<file path="src/rtl/debug_mem_dumper.sv">
// debug_mem_dumper: walks the data memory through its debug port and streams
// every word to a UART transmitter, MSB byte first, one byte per tx handshake.
// The memory's debug counter is advanced with o_debug after each word, and a
// settle cycle lets its falling-edge update reach i_mem_debug before the next
// capture.
module debug_mem_dumper #(
    parameter int DATA_WIDTH = 32,
    parameter int DEPTH      = 32
) (
    input  logic                  i_clock,
    input  logic                  i_reset,
    input  logic                  i_start,
    input  logic [DATA_WIDTH-1:0] i_mem_debug,
    output logic                  o_debug,
    output logic [7:0]            o_tx_data,
    output logic                  o_tx_start,
    input  logic                  i_tx_done,
    output logic                  o_busy,
    output logic                  o_done
);

    localparam int WCW = (DEPTH > 1) ? $clog2(DEPTH) : 1;
    localparam logic [WCW-1:0] LAST_WORD = WCW'(DEPTH - 1);

    typedef enum logic [2:0] {
        S_IDLE,
        S_LOAD,
        S_SEND,
        S_WAIT,
        S_ADVANCE,
        S_SETTLE,
        S_DONE
    } state_t;

    state_t                  state_q, state_d;
    logic [WCW-1:0]          word_cnt;
    logic [1:0]              byte_cnt;
    logic [DATA_WIDTH-1:0]   shreg;

    // The byte on the wire is always the top byte of the shift register; it
    // only changes on the edge that enters SEND, so it holds between sends.
    assign o_tx_data = shreg[DATA_WIDTH-1 -: 8];

    // State register.
    always_ff @(posedge i_clock or negedge i_reset) begin
        if (!i_reset) state_q <= S_IDLE;
        else          state_q <= state_d;
    end

    // Next-state logic and state-decoded strobes.
    always_comb begin
        state_d    = state_q;
        o_tx_start = 1'b0;
        o_debug    = 1'b0;
        o_done     = 1'b0;
        o_busy     = 1'b1;
        case (state_q)
            S_IDLE: begin
                o_busy = 1'b0;
                if (i_start) state_d = S_LOAD;
            end
            S_LOAD: state_d = S_SEND;
            S_SEND: begin
                o_tx_start = 1'b1;
                state_d    = S_WAIT;
            end
            S_WAIT: begin
                if (i_tx_done) state_d = (byte_cnt == 2'd3) ? S_ADVANCE : S_SEND;
            end
            S_ADVANCE: begin
                o_debug = 1'b1;
                state_d = (word_cnt == LAST_WORD) ? S_DONE : S_SETTLE;
            end
            S_SETTLE: state_d = S_LOAD;
            S_DONE: begin
                o_done  = 1'b1;
                state_d = S_IDLE;
            end
            default: state_d = S_IDLE;
        endcase
    end

    // Word/byte counters and the capture/shift register.
    always_ff @(posedge i_clock or negedge i_reset) begin
        if (!i_reset) begin
            word_cnt <= '0;
            byte_cnt <= '0;
            shreg    <= '0;
        end else begin
            case (state_q)
                S_IDLE: begin
                    if (i_start) begin
                        word_cnt <= '0;
                        byte_cnt <= '0;
                    end
                end
                S_LOAD: shreg <= i_mem_debug;
                S_WAIT: begin
                    if (i_tx_done && byte_cnt != 2'd3) begin
                        byte_cnt <= byte_cnt + 2'd1;
                        shreg    <= {shreg[DATA_WIDTH-9:0], 8'h00};
                    end
                end
                S_ADVANCE: begin
                    // Wraps to 0 after the last word, matching the memory counter.
                    word_cnt <= word_cnt + 1'b1;
                    byte_cnt <= '0;
                end
                default: ;
            endcase
        end
    end

endmodule

</file>
<file path="config.mk">
export PLATFORM = sky130hd
export DESIGN_NAME = debug_mem_dumper
export DESIGN_NICKNAME = d
export VERILOG_FILES = /design/src/rtl/debug_mem_dumper.sv
export SDC_FILE = /design/constraint.sdc
export NUM_CORES = 1
export LEC_CHECK = 0
export BUFFER_PORTS_ARGS = -buffer_cell sky130_fd_sc_hd__buf_2
export CAP_MARGIN = 20
export CORE_MARGIN = 2
export CORE_UTILIZATION = 30
export CTS_CLUSTER_SIZE = 16
export DETAILED_ROUTE_END_ITERATION = 8
export PLACE_DENSITY = 0.45
export SYNTH_ARGS = -nofsm -noshare
export SYNTH_HDL_FRONTEND = slang
export SYNTH_SLANG_ARGS = --single-unit
</file>
<file path="constraint.sdc">
create_clock -name i_clock -period 1.8 [get_ports i_clock]
set_input_delay 0.18 -clock i_clock [delete_from_list [all_inputs] [get_ports i_clock]]
set_output_delay 0.18 -clock i_clock [all_outputs]
set_load 0.005 [all_outputs]
</file>
==> results.yml <==
yosys:
  synth_top_area_share_pct: 46.7
  synth_common_cells: "dfrtp_1, mux2_2, mux2_4"
  synth_top_area_cell: "dfrtp_1"
  synth.most_common_cell: "dfrtp_1"
  yosysWarningCount: 0
  syn-num-nets: 209
  synthTopCellsByArea: "dfrtp_1, mux2_4, mux2_2, and4_1, a21o_1"
  syn_avg_cell_area_sq_um: 13.2
  synth-xor-area-share_pct: 0.390
  synth_cells: 170
  synth_edf_count: 0
  yosysUniqueCellTypes: 37
  syn-cell-area_sq_mm: 0.00225
  synth_compound_area_share_pct: 7.29
  synthMuxAreaShare_pct: 28.3
  ys_ff_latch: 42
  synth_fa_ha_area_share_pct: 1.67
  yosys.area_share.simple_pct: 8.74
  synthArstFlopShare_pct: 100
  synth_top_family_by_area: "multiplexers"
  seq_area_frac_synth_pct: 46.7
  yosys_most_used_dff: "dfrtp_1"
global_routing:
  grt_max_degree: 26
  grt.total_usage_pct: 11.4
  grt_pass1_wl_microns: 7360
  antenna_found_initial: 0
  grt_overflow: 0
  grt_pass1_vias: 1470
critical_path:
  cp.buffers_inverters: 2
  r2r-end: "shreg[9]$_DFFE_PN0P_"
  worst-setup-path-type: "register to primary output"
  crit_path_cell_trace: "buf_4 > nor3b_4 > buf_2"
  cp.arrival_ns: 1.49
  worst-path-stages: 3
  path_delay_family: "flip-flops"
  critPathMaxFanout: 8
  cp_slowest_cell: "dfrtp_1"
  r2r_cells: 5
  rrSetupSlack_ns: 0.15
  r2r_start: "byte_cnt[0]$_DFFE_PN0P_"
  cp.required_ns: 1.62
  cp_slowest_stage_delay_ns: 0.46
  start_kind: "register"
  critPathCaptureType: "primary output"
clock_tree:
  clkTransAtPathRegs_ns: 0.08
  post_cts_buffers: 0
  cts_inserted_buffers: 5
  clk_path_buf_depth: 2
  cts_tree: "yes"
  worstSkewPairLatency_ns: 0.29
  cts_sinks: 42
  ctsHtreeMaxLevel: 2
  cts-root-buf: "clkbuf_8"
place:
  dp_slack_ns: 0.147
  dp_hpwl_microns: 3220
  io_buffers: 47
  gp_congestion: 0.743
sta:
  setup_viol: 0
  max_slew_margin_pct: 55.1
  final-hold-violation-count: 0
  setup_ws_ns: 0.134
  max_freq_ghz: 0.600
  setup_tns_ns: 0
  fin_skew_ns: 0.00988
  layout_min_cycle_time_ns: 1.67
  report.final.slew_viol_count: 0
  tightest_slew_ns: 0.669
  rsz0062_at_grt: "false"
  final.period_utilization_pct: 92.6
route:
  drt_iter0_markers: 44
  num_vias: 1414
  antenna_left: 0
  dr.pass1.iters: 4
  post_drt_wl_per_cell_microns: 13.9
  routed_wl_microns: 4420
  drcViolationCount: 0
  vias_per_cell: 4.46
cells_and_area:
  diodes: 0
  fillers: 755
  seqCellArea_sq_mm: 0.00105
  fin_nets: 256
  multi_input_area_sq_mm: 0.00105
  area_delta_synth_final_pct: 19.3
  drive_gt1_share_pct: 51.4
floorplan:
  dieWidth_microns: 90.6
  io_pins: 48
  floorplan.initialDensity_pct: 31.0
  coreArea_sq_mm: 0.00725
  dieArea_sq_mm: 0.00820
  chipHeight_microns: 90.6
  rows: 31
worst_hold_path:
  hp-class: "input pin to register"
  min-delay-start: "i_tx_done"
  holdPathStages: 3
  holdPathEnd: "state_q[2]$_DFFE_PN0P_"
pwr:
  leakagePower_nw: 1.39
  ir_drop_uv: 488
  power_density_mw_per_mm2: 1520
job:
  max-cap-violations: 0
status:
  outcome: "completed"
layout make-up:
class / count / share of cell area (%)
timing repair buffer: 58 / 12.4
clock buffer: 6 / 2.71
tap: 99 / 4.62
inverter: 4 / 0.560
multi-input combinational: 106 / 39.1
clock inverter: 2 / 1.40
sequential: 42 / 39.2
placed cells by master (no fill, tap or decap), types with 2 or more instances in the layout:
cell	Yosys	final
a21o_1	9	9
a21oi_1	3	3
a22o_1	3	3
and4_1	8	8
buf_2	1	47
buf_4	9	9
clkbuf_8	0	5
dfrtp_1	42	42
ha_1	3	3
inv_1	3	3
mux2_1	4	4
mux2_2	24	24
mux2_4	20	20
mux2i_1	2	2
nand2_1	3	3
nand2b_1	2	2
nand3_1	3	3
nor2_1	4	4
o21ai_0	2	2
or2_1	2	2
worst max-delay path by stage:
| stage | start | endpoint | slack (ns) |
|---|---|---|---|
| finish | state_q[1]$_DFFE_PN0P_ | o_debug | 0.13 |
| global route | byte_cnt[0]$_DFFE_PN0P_ | shreg[9]$_DFFE_PN0P_ | 0.02 |
| global placement | byte_cnt[0]$_DFFE_PN0P_ | shreg[10]$_DFFE_PN0P_ | 0.16 |
| CTS | state_q[1]$_DFFE_PN0P_ | o_debug | 0.09 |
| detailed placement | byte_cnt[0]$_DFFE_PN0P_ | shreg[8]$_DFFE_PN0P_ | 0.15 |
| floorplan | byte_cnt[0]$_DFFE_PN0P_ | shreg[12]$_DFFE_PN0P_ | 0.23 |
where the power goes:
group | switching, mW | internal (mW)
combinational | 0.686 | 1.09
clock | 0.333 | 0.414
sequential | 0.224 | 1.32
total | 1.24 | 2.82
worst reg2reg max path, delay by kind of cell, from the launching register on:
family | cells | cell delay [ns]
fa+ha+maj | 1 | 0.25
flops | 1 | 0.39
simple gates | 1 | 0.16
buf+inv | 1 | 0.21
mux | 1 | 0.35
compound gates | 1 | 0.17
metrics by stage:
stage	hold slack, ns	instances	util [%]	area [sq um]	total power [mW]
global placement	0.216	308	35.2	2550	3.34
global route	0.213	317	37.0	2680	4.37
finish	0.200	317	37.0	2680	4.07
CTS	0.187	317	37.0	2680	4.14
floorplan	-0.116	170	-	2250	3.06
detailed placement	0.211	308	35.2	2550	3.37
what timing repair did:
item,4_1_cts,5_1_grt
endpoints found under the setup margin,1,0
hold buffers,1,0
gates resized for setup,1,0
hold endpoints to repair,23,0
registers in the layout, summed over array words and instances (netlist names):
signal / cells
byte_cnt: 2
shreg: 32
state_q: 3
word_cnt: 5
cells by family after synthesis:
| logic type | after synthesis |
|---|---|
| AO/OA/AOI/OAI | 23 |
| buffers and inverters | 22 |
| XOR/XNOR | 1 |
| adder cells (fa/ha/maj) | 3 |
| flip-flops | 42 |
| AND/OR/NAND/NOR | 29 |
| multiplexers | 50 |
routing by layer:
layer  part of all wire (%)  track usage, %  vias to the layer above  routed length, microns
met5                      0               0                        -                       0
met4                    1.2            3.85                        0                      51
met3                    4.1            3.01                        4                     181
met2                     45            17.4                       31                    1970
met1                     50            15.6                      685                    2210
li1                       -               -                      694                       -
Power figures use the tool's default switching activity.
